<file path="config.mk">
export PLATFORM = sky130hd
export DESIGN_NAME = ps2_key_decoder_flat
export DESIGN_NICKNAME = d
export VERILOG_FILES = /design/src/rtl/ps2_key_decoder_if.sv /design/src/rtl/ps2_key_decoder.sv /design/src/flat_wrapper.sv
export SDC_FILE = /design/constraint.sdc
export NUM_CORES = 1
export LEC_CHECK = 0
export CAP_MARGIN = 10
export CORE_AREA = 2 2 78 80
export DETAILED_ROUTE_END_ITERATION = 7
export DIE_AREA = 0 0 80 82
export GPL_ROUTABILITY_DRIVEN = 0
export PLACE_DENSITY = 0.71
export SLEW_MARGIN = 0
export SYNTH_ARGS = -nofsm -noshare
export SYNTH_HDL_FRONTEND = slang
export SYNTH_SLANG_ARGS = --single-unit
</file>
<file path="constraint.sdc">
create_clock -name clock -period 1.8 [get_ports clock]
set_input_delay 0.54 -clock clock [delete_from_list [all_inputs] [get_ports clock]]
set_output_delay 0.54 -clock clock [all_outputs]
set_load 0.05 [all_outputs]
</file>
<file path="src/rtl/ps2_key_decoder_if.sv">
// Scancode-in / key-event-out bundle of ps2_key_decoder.
// The master drives the scancode stream and the slave (the decoder) drives the events.
interface ps2_key_decoder_if #(
    parameter int CNT_W = 8
);
    logic             in_valid;
    logic [7:0]       in_data;
    logic             event_valid;
    logic [7:0]       event_code;
    logic             event_ext;
    logic             event_release;
    logic             event_repeat;
    logic [7:0]       event_ascii;
    logic             key_held;
    logic [7:0]       held_code;
    logic             held_ext;
    logic [CNT_W-1:0] press_count;
    logic             proto_err;

    modport master (
        output in_valid, in_data,
        input  event_valid, event_code, event_ext, event_release, event_repeat,
               event_ascii, key_held, held_code, held_ext, press_count, proto_err
    );

    modport slave (
        input  in_valid, in_data,
        output event_valid, event_code, event_ext, event_release, event_repeat,
               event_ascii, key_held, held_code, held_ext, press_count, proto_err
    );
endinterface

</file>
<file path="src/rtl/ps2_key_decoder.sv">
// Turns a PS/2 set-2 scancode byte stream into registered key events.
// It also tracks the held key and counts distinct presses.
module ps2_key_decoder #(
    parameter int CNT_W = 8
) (
    input  logic              clock,
    input  logic              reset,
    ps2_key_decoder_if.slave  bus
);
    typedef enum logic [1:0] {S_IDLE, S_E0, S_F0, S_E0F0} state_t;

    state_t           state_q, state_d;
    logic             fire_ev, fire_err, ev_ext, ev_rel, match;

    logic             event_valid_q, event_ext_q, event_release_q, event_repeat_q;
    logic [7:0]       event_code_q, event_ascii_q;
    logic             key_held_q, held_ext_q, proto_err_q;
    logic [7:0]       held_code_q;
    logic [CNT_W-1:0] press_count_q;

    function automatic logic [7:0] ascii_of(input logic [7:0] sc);
        logic [7:0] a;
        case (sc)
            8'h1C: a = 8'h61; 8'h32: a = 8'h62; 8'h21: a = 8'h63; 8'h23: a = 8'h64;
            8'h24: a = 8'h65; 8'h2B: a = 8'h66; 8'h34: a = 8'h67; 8'h33: a = 8'h68;
            8'h43: a = 8'h69; 8'h3B: a = 8'h6A; 8'h42: a = 8'h6B; 8'h4B: a = 8'h6C;
            8'h3A: a = 8'h6D; 8'h31: a = 8'h6E; 8'h44: a = 8'h6F; 8'h4D: a = 8'h70;
            8'h15: a = 8'h71; 8'h2D: a = 8'h72; 8'h1B: a = 8'h73; 8'h2C: a = 8'h74;
            8'h3C: a = 8'h75; 8'h2A: a = 8'h76; 8'h1D: a = 8'h77; 8'h22: a = 8'h78;
            8'h35: a = 8'h79; 8'h1A: a = 8'h7A;
            8'h45: a = 8'h30; 8'h16: a = 8'h31; 8'h1E: a = 8'h32; 8'h26: a = 8'h33;
            8'h25: a = 8'h34; 8'h2E: a = 8'h35; 8'h36: a = 8'h36; 8'h3D: a = 8'h37;
            8'h3E: a = 8'h38; 8'h46: a = 8'h39;
            8'h29: a = 8'h20; 8'h5A: a = 8'h0D; 8'h66: a = 8'h08;
            default: a = 8'h00;
        endcase
        return a;
    endfunction

    always_ff @(posedge clock or posedge reset) begin
        if (reset) state_q <= S_IDLE;
        else       state_q <= state_d;
    end

    always_comb begin
        state_d  = state_q;
        fire_ev  = 1'b0;
        fire_err = 1'b0;
        ev_ext   = 1'b0;
        ev_rel   = 1'b0;
        if (bus.in_valid) begin
            case (state_q)
                S_IDLE: begin
                    if (bus.in_data == 8'hE0)      state_d = S_E0;
                    else if (bus.in_data == 8'hF0) state_d = S_F0;
                    else                           fire_ev = 1'b1;
                end
                S_E0: begin
                    if (bus.in_data == 8'hF0)      state_d = S_E0F0;
                    else if (bus.in_data != 8'hE0) begin
                        fire_ev = 1'b1;
                        ev_ext  = 1'b1;
                        state_d = S_IDLE;
                    end
                end
                S_F0, S_E0F0: begin
                    state_d = S_IDLE;
                    if (bus.in_data == 8'hE0 || bus.in_data == 8'hF0) begin
                        fire_err = 1'b1;
                    end else begin
                        fire_ev = 1'b1;
                        ev_rel  = 1'b1;
                        ev_ext  = (state_q == S_E0F0);
                    end
                end
                default: state_d = S_IDLE;
            endcase
        end
    end

    assign match = key_held_q && (held_ext_q == ev_ext) && (held_code_q == bus.in_data);

    // Held-key state is updated alongside the event so both are visible in the same cycle.
    always_ff @(posedge clock or posedge reset) begin
        if (reset) begin
            event_valid_q   <= 1'b0;
            event_code_q    <= '0;
            event_ext_q     <= 1'b0;
            event_release_q <= 1'b0;
            event_repeat_q  <= 1'b0;
            event_ascii_q   <= '0;
            key_held_q      <= 1'b0;
            held_code_q     <= '0;
            held_ext_q      <= 1'b0;
            press_count_q   <= '0;
            proto_err_q     <= 1'b0;
        end else begin
            event_valid_q <= fire_ev;
            proto_err_q   <= fire_err;
            if (fire_ev) begin
                event_code_q    <= bus.in_data;
                event_ext_q     <= ev_ext;
                event_release_q <= ev_rel;
                event_repeat_q  <= !ev_rel && match;
                event_ascii_q   <= ev_ext ? 8'h00 : ascii_of(bus.in_data);
                if (!ev_rel) begin
                    if (!match) begin
                        key_held_q    <= 1'b1;
                        held_code_q   <= bus.in_data;
                        held_ext_q    <= ev_ext;
                        press_count_q <= press_count_q + CNT_W'(1);
                    end
                end else if (match) begin
                    key_held_q <= 1'b0;
                end
            end
        end
    end

    assign bus.event_valid   = event_valid_q;
    assign bus.event_code    = event_code_q;
    assign bus.event_ext     = event_ext_q;
    assign bus.event_release = event_release_q;
    assign bus.event_repeat  = event_repeat_q;
    assign bus.event_ascii   = event_ascii_q;
    assign bus.key_held      = key_held_q;
    assign bus.held_code     = held_code_q;
    assign bus.held_ext      = held_ext_q;
    assign bus.press_count   = press_count_q;
    assign bus.proto_err     = proto_err_q;
endmodule

</file>
<file path="src/flat_wrapper.sv">
// flat-port wrapper written by rule: the top's interface ports become plain ports
module ps2_key_decoder_flat 
#(
    parameter int CNT_W = 8
)
  (clock, reset, bus_in_valid, bus_in_data, bus_event_valid, bus_event_code, bus_event_ext, bus_event_release, bus_event_repeat, bus_event_ascii, bus_key_held, bus_held_code, bus_held_ext, bus_press_count, bus_proto_err);
  ps2_key_decoder_if #(.CNT_W(CNT_W)) bus_i ();
  input  logic clock;
  input  logic reset;
  input wire logic [$bits(bus_i.in_valid)-1:0] bus_in_valid;
  input wire logic [$bits(bus_i.in_data)-1:0] bus_in_data;
  output wire logic [$bits(bus_i.event_valid)-1:0] bus_event_valid;
  output wire logic [$bits(bus_i.event_code)-1:0] bus_event_code;
  output wire logic [$bits(bus_i.event_ext)-1:0] bus_event_ext;
  output wire logic [$bits(bus_i.event_release)-1:0] bus_event_release;
  output wire logic [$bits(bus_i.event_repeat)-1:0] bus_event_repeat;
  output wire logic [$bits(bus_i.event_ascii)-1:0] bus_event_ascii;
  output wire logic [$bits(bus_i.key_held)-1:0] bus_key_held;
  output wire logic [$bits(bus_i.held_code)-1:0] bus_held_code;
  output wire logic [$bits(bus_i.held_ext)-1:0] bus_held_ext;
  output wire logic [$bits(bus_i.press_count)-1:0] bus_press_count;
  output wire logic [$bits(bus_i.proto_err)-1:0] bus_proto_err;
  assign bus_i.in_valid = bus_in_valid;
  assign bus_i.in_data = bus_in_data;
  assign bus_event_valid = bus_i.event_valid;
  assign bus_event_code = bus_i.event_code;
  assign bus_event_ext = bus_i.event_ext;
  assign bus_event_release = bus_i.event_release;
  assign bus_event_repeat = bus_i.event_repeat;
  assign bus_event_ascii = bus_i.event_ascii;
  assign bus_key_held = bus_i.key_held;
  assign bus_held_code = bus_i.held_code;
  assign bus_held_ext = bus_i.held_ext;
  assign bus_press_count = bus_i.press_count;
  assign bus_proto_err = bus_i.proto_err;
  ps2_key_decoder #(.CNT_W(CNT_W)) u_core (.clock(clock), .reset(reset), .bus(bus_i));
endmodule
</file>
### After elaboration in Yosys (flattened, before gate mapping)

Memory sizes are Yosys's and may differ from the RTL's.
Index checks and enable logic that the tools add are counted.

* add/sub/neg operators: 1
* equality and inequality tests: 12
* mux-type cells: 25
* bitwise operators: 2
* reductions and logical operators: 10

Operators with widths (number)
* == test 8 bit, second input constant: 2
* two-way mux 1 bit: 16
* two-way mux 8 bit: 2
* AND reduction 3 bit: 3
* adder 8 x 1 -> 8 bit, second input constant: 1
* == test 8 bit: 1
* two-way mux 2 bit: 4
* inequality test 8 bit, second input constant: 1
* inequality test 3 x 1 -> 1 bit, second input constant: 2
* one-hot mux 2 bit (3 select lines): 1
* == test 2 bit, second input constant: 2
* logical AND 1 bit: 3
* one-hot mux 1 bit (3 select lines): 1
* == test 2 x 1 -> 1 bit, second input constant: 1
* zero test 2 bit: 1
* inequality test 2 x 1 -> 1 bit, second input constant: 1
* inequality test 2 bit, second input constant: 1
* NOT 1 bit: 2
* one-hot mux 1 bit (2 select lines): 1
* OR reduction 2 bit: 1
* == test 1 bit: 1
* zero test 1 bit: 1
* logical OR 1 bit: 1

* flip-flop bits (word level): 41
* memory bits (read-only): 896
* output and inout port bits: 39
* memories kept: 1

Memories
* (no name shown): depth 128, width 7, read ports 1, clocked after Yosys merged registers in 0, write ports 0, line ps2_key_decoder.sv:23 `case (sc)`

### Logic depth before layout (Yosys ltp)

* depth after elaboration: 10
* depth in mapped cells: 13
* mapped depth without buffers: 10

### Worst setup path before layout

No wires, ideal clock.

* kind: input -> register
* start: input port bus_in_data[1]
* end: register u_core.held_code_q[2], in the netlist u_core.bus.held_code[2]
* data arrival time: 2.799 ns
* data required time: 1.675 ns
* slack: -1.124 ns
* stages on the path: 11
* cells stage by stage: buf_2 -> inv_1 -> ha_1 -> nand4b_4 -> o311ai_2 -> xor2_1 -> nand4_1 -> ha_1 -> o311ai_2 -> buf_4 -> mux2_2

* word-level cells in the longest chain between the ends: 10
* elaborated cells on any way between the ends: 23
* classes of those cells: 5 x eq/ne; 12 x mux; 2 x bitwise; 4 x reduce/logical

RTL lines
* start: declaration: line flat_wrapper.sv:11 `input wire logic [$bits(bus_i.in_data)-1:0] bus_in_data;`
* inequality test 8 bit, or another cell as far along: line ps2_key_decoder.sv:60 `else if (bus.in_data != 8'hE0) begin`
* two-way mux 1 bit / logical OR 1 bit (equally long branches): line ps2_key_decoder.sv:60, ps2_key_decoder.sv:68
* two-way mux 1 bit, on equally long branches: line ps2_key_decoder.sv:59, ps2_key_decoder.sv:68
* one-hot mux 1 bit (2 select lines): line ps2_key_decoder.sv:52 `case (state_q)`
* two-way mux 1 bit: line ps2_key_decoder.sv:51 `if (bus.in_valid) begin`
* == test 1 bit: line ps2_key_decoder.sv:81 `assign match = key_held_q && (held_ext_q == ev_ext) && (held_code_q == bus.in_data);`
* logical AND 1 bit (2 in a row): line ps2_key_decoder.sv:81
* NOT 1 bit (no source line)
* AND reduction 3 bit (no source line) *
* end signal: assignment: line ps2_key_decoder.sv:109 `held_code_q <= bus.in_data;`
* end: declaration: line ps2_key_decoder.sv:18 `logic [7:0] held_code_q;`

Mark *: on every way between the ends. The rest lies on a longest branch, timed or not.
A chain may end at the register's enable or synchronous reset.

### Worst setup path after layout

* start: input port bus_in_data[1]
* end: register u_core.held_code_q[5], in the netlist u_core.bus.held_code[5]

Same word-level chain as after synthesis.

==> results.md <==
- For the pin with the worst max-slew slack, the measured transition is 531.6 ps.
- The number of nets handed over by synthesis was 308.
- The number of DRC violations after detailed-routing iteration 0 is 244.
- The critical setup path kind is in2reg.
- The initial cell density of the core is 44.93%.
- The arrival time of the worst setup path is 2590 ps.
- For the worst setup path, the data required time is 1970 ps.
- The aggregate routed wire length is 10620 um.
- The sum of net half-perimeters after detailed placement is 5575 um.
- After layout, the worst setup slack is -615.1 ps.
- The final period demand of the worst path is 2415 ps.
- The count of boundary I/O pins is 50.
- In this run the power spent charging and discharging nets is 1.712 mW.
- The non-filler instance count after layout is 477.
- In this run, the combinational gates consume 50.8% of the power.
- The clock network fraction of total power is 17.9%.
- The buffer depth of the longest clock path is 2.
- The longest individual stage delay on the worst path is 330 ps.
- The number of nets at the end of the flow is 422.
- The number of hold-slack violations in the final timing report is 0.
- The area inside the core boundary is 5746 sq um.
- Summed over its instances, the top area cell type makes up 38.78% of the synthesized netlist area.
- The setup slack on the worst flop-to-flop path is -580 ps.
- The depth of the worst hold-timing path is 2.
- The most common cell in the synthesized netlist is nand2_1.
- 0 antenna diodes ended up in the layout.
- The number of warning messages in the yosys log is 0.
- The area growth from synthesis to layout is 77.90%.
- For this run, design rule violations remaining after detail routing come to 0.
- Sequential cells were found to cover 38.78% of the synthesized design area.
- The post-detailed-route wirelength per cell is 22.27 um.
- Row generation in the floorplan step produced 28 rows.
- On the critical path the largest part of the delay comes from compound AO/OA/AOI/OAI gates.
- The later-pin clock latency in the skew report is 300 ps.
- The slowest stage of the critical path is the o311ai_4 cell.
- The startpoint kind of the worst setup timing path is an input port.
- For this design the static power due to leakage is 2.054 nW.
- IR analysis of the VDD net gives a maximum drop of 1.043 mV.
- The maximum clock rate is 0.4141 GHz.
- TritonCTS built the clock tree.
- The checks that failed: negative setup slack.
- The max-capacitance violation count is 0.
- The worst slew margin relative to its limit is 64.26%.
- The total overflow left after global routing is 0.
- After synthesis, the most frequently instantiated cells are 45 x nand2_1, 40 x dfrtp_1, 21 x o21ai_0.
- At the placement stage, the worst setup path has a slack of -1279 ps.
- In this run, CTS created clock tree buffers numbering 5.
- The sequential share of power is 31.3%.
- The y dimension of the die is 82 um.
- The number of port buffers is 48.
- The average size of a mapped cell is 8.994 sq um.
- STA classifies the critical path endpoint as a flop.
- The total routing usage reported by global routing is 29.69%.
- The initial antenna violation count is 0.
- The via density per instance is 6.249.
- The full die area is 6560 sq um.
- Of all cell types, the one taking the most synthesized area is dfrtp_1.
- In this run, placement finished with an instance count of 447.
- Along the worst path, the maximum fanout reaches 5.
- Synthesis inferred 40 register bits.
- The first-pass GRT wire length is 14840 um.
- The buffer type at the clock tree root is clkbuf_8.
- Setup repair after global routing could not meet its margin everywhere.
- The total number of vias is 2981.
- The switching power share of the total is 41.42%.
- In this run the worst hold path is classified as reg2reg.
- The power per cell area is 900.0 nW/um^2.
- The H-tree depth is 2.
- The via count of the first global-routing pass is 2951.
- Yosys mapped a number of flops with a built-in enable equal to 0.
- The cell count after synthesis is 287.
- The clock-pin slew reported for the worst setup and hold paths after clock tree synthesis is 80 ps.
- Yosys attributes the largest share of cell area to dfrtp_1 39%, nand2_1 6.5%, ha_1 4.8%.
- Traced cell by cell, the critical path runs through buf_8, inv_8, ha_4, nand4b_4, o311ai_4, xor2_2, nand4_1, ha_4, o311ai_4, buf_4, buf_6, nand2_1, o21ai_1.
- The number of stages on the worst setup path is 13.
- For this run, the detailed router's first-pass iteration total came to 6.
- The clock sink total is 40.
- Yosys mapped the design onto 54 distinct sky130hd cell types.
- The count of hold buffers inserted by post-cts repair is 0.
- The count of nets left with antenna violations once routing finished came out at 0.
- The post-synth design cell area is 2581 sq um.
- The flow ran to the end, but the final reports show violations.
- Entering global routing, the biggest net connects 41 pins.
- Between clock sinks in the finished design, the worst skew comes to 4.957 ps.
- The most used flip-flop cell after synthesis is dfrtp_1.
- After synthesis, the share of flip-flops with an asynchronous set or reset is 100.0%.
- Setup violations remaining at the end of the flow were counted as 24.
- The worst path uses 134.2% of the clock period.
- The number of pins with negative max-slew slack in the final report was 0.
- The width of the die is 80 um.
- Of the cells placed in the final design, the portion with a size suffix greater than 1 is 48.51%.
- The internal power contribution is 2.421 mW.
- The count of cells along the worst register-to-register path is 10.
- The number of buffers and inverters on the critical path is 4.
[kinds of logic after synthesis]
logic type / synth area share [%]
muxes: 4.508
other: 0.1453
xor gates and xnor gates: 5.429
AOI/OAI and AO/OA: 19.34
buffers and inverters: 5.963
adders and majority gates: 4.847
DFF: 38.78
and+or+nand+nor: 20.99
[state kept, by name (all words and copies together) (netlist names)]
| register | cells |
|---|---|
| u_core.bus.event_ascii | 7 |
| u_core.bus.key_held | 1 |
| u_core.bus.event_repeat | 1 |
| u_core.bus.event_ext | 1 |
| u_core.bus.held_ext | 1 |
| u_core.state_q | 2 |
| u_core.bus.event_release | 1 |
| u_core.bus.proto_err | 1 |
| u_core.bus.press_count | 8 |
| u_core.bus.held_code | 8 |
| u_core.bus.event_valid | 1 |
| u_core.bus.event_code | 8 |
[worst register-to-register path: cells and delay by family, from the launching register on]
| kind | cells | cell delay (ps) |
|---|---|---|
| adders and majority gates | 1 | 210 |
| and+or+nand+nor | 4 | 750 |
| buffers and inverters | 2 | 340 |
| DFF | 1 | 440 |
| AOI/OAI and AO/OA | 2 | 300 |
| xor gates and xnor gates | 1 | 200 |
[cell type report]
class | count | area (sq um)
Clock buffer | 5 | 68.82
Clock inverter | 3 | 42.54
Fill cell | 316 | 1154
Inverter | 10 | 47.55
Multi-Input combinational cell | 216 | 1808
Sequential cell | 40 | 1001
Tap cell | 75 | 93.84
Timing Repair Buffer | 128 | 1530
[power groups by stage]
stage / clock network (mW) / registers (mW) / logic (mW)
after floorplan: 0 / 1.70 / 0.445
after global placement: 0 / 1.25 / 1.73
after detailed placement: 0 / 1.26 / 1.77
after CTS: 0.738 / 1.25 / 1.94
after global routing: 0.786 / 1.31 / 2.16
final: 0.739 / 1.30 / 2.10
[routing by layer]
metal  vias up  part of all wire [%]  track usage (%)
met5         -                     0                0
met4         0                   5.9            17.97
met3        57                   9.9            5.275
met2       263                    49            52.17
met1      1414                    35            33.66
li1       1247                     -                -
[placed cells by master (no fill, tap or decap), types with 8 or more instances in the layout]
cell      instances
nand2b_1          8
buf_6            18
buf_12           34
buf_4            65
nand2_1          41
o21ai_0           9
a21oi_1          11
o21ai_1          11
dfrtp_1          40
[worst paths after layout]
path                                                from                         to
worst max-delay path                      bus_in_data[1]    u_core.bus.held_code[5]
worst min-delay path            u_core.bus.event_release   u_core.bus.event_release
worst max register to register   u_core.bus.held_code[5]    u_core.bus.held_code[5]
worst min register to register  u_core.bus.event_release   u_core.bus.event_release
max in group asynchronous                          reset          u_core.state_q[0]
min in group asynchronous                          reset  u_core.bus.press_count[6]
[what timing repair did]
action,in CTS,in global routing
setup endpoints to repair,40,26
cloned,4,0
gates resized for setup,95,39
pin swaps,26,14
setup buffers,14,6
[through the flow]
stage                     hold WS (ps)  utilization, %  power [mW]  setup TNS, ps  instance area (sq um)
after floorplan                  490.4               -       2.149         -12240                   2661
after global placement           463.0           66.64       2.989         -29740                   3829
after detailed placement         483.0           66.64       3.028         -32610                   3829
after CTS                        502.0           76.85       3.927          -5505                   4415
after global routing             519.6           79.92       4.256          -9033                   4592
final                            494.7           79.92       4.133          -8020                   4592
No activity file was read; power rests on OpenSTA's default activity.
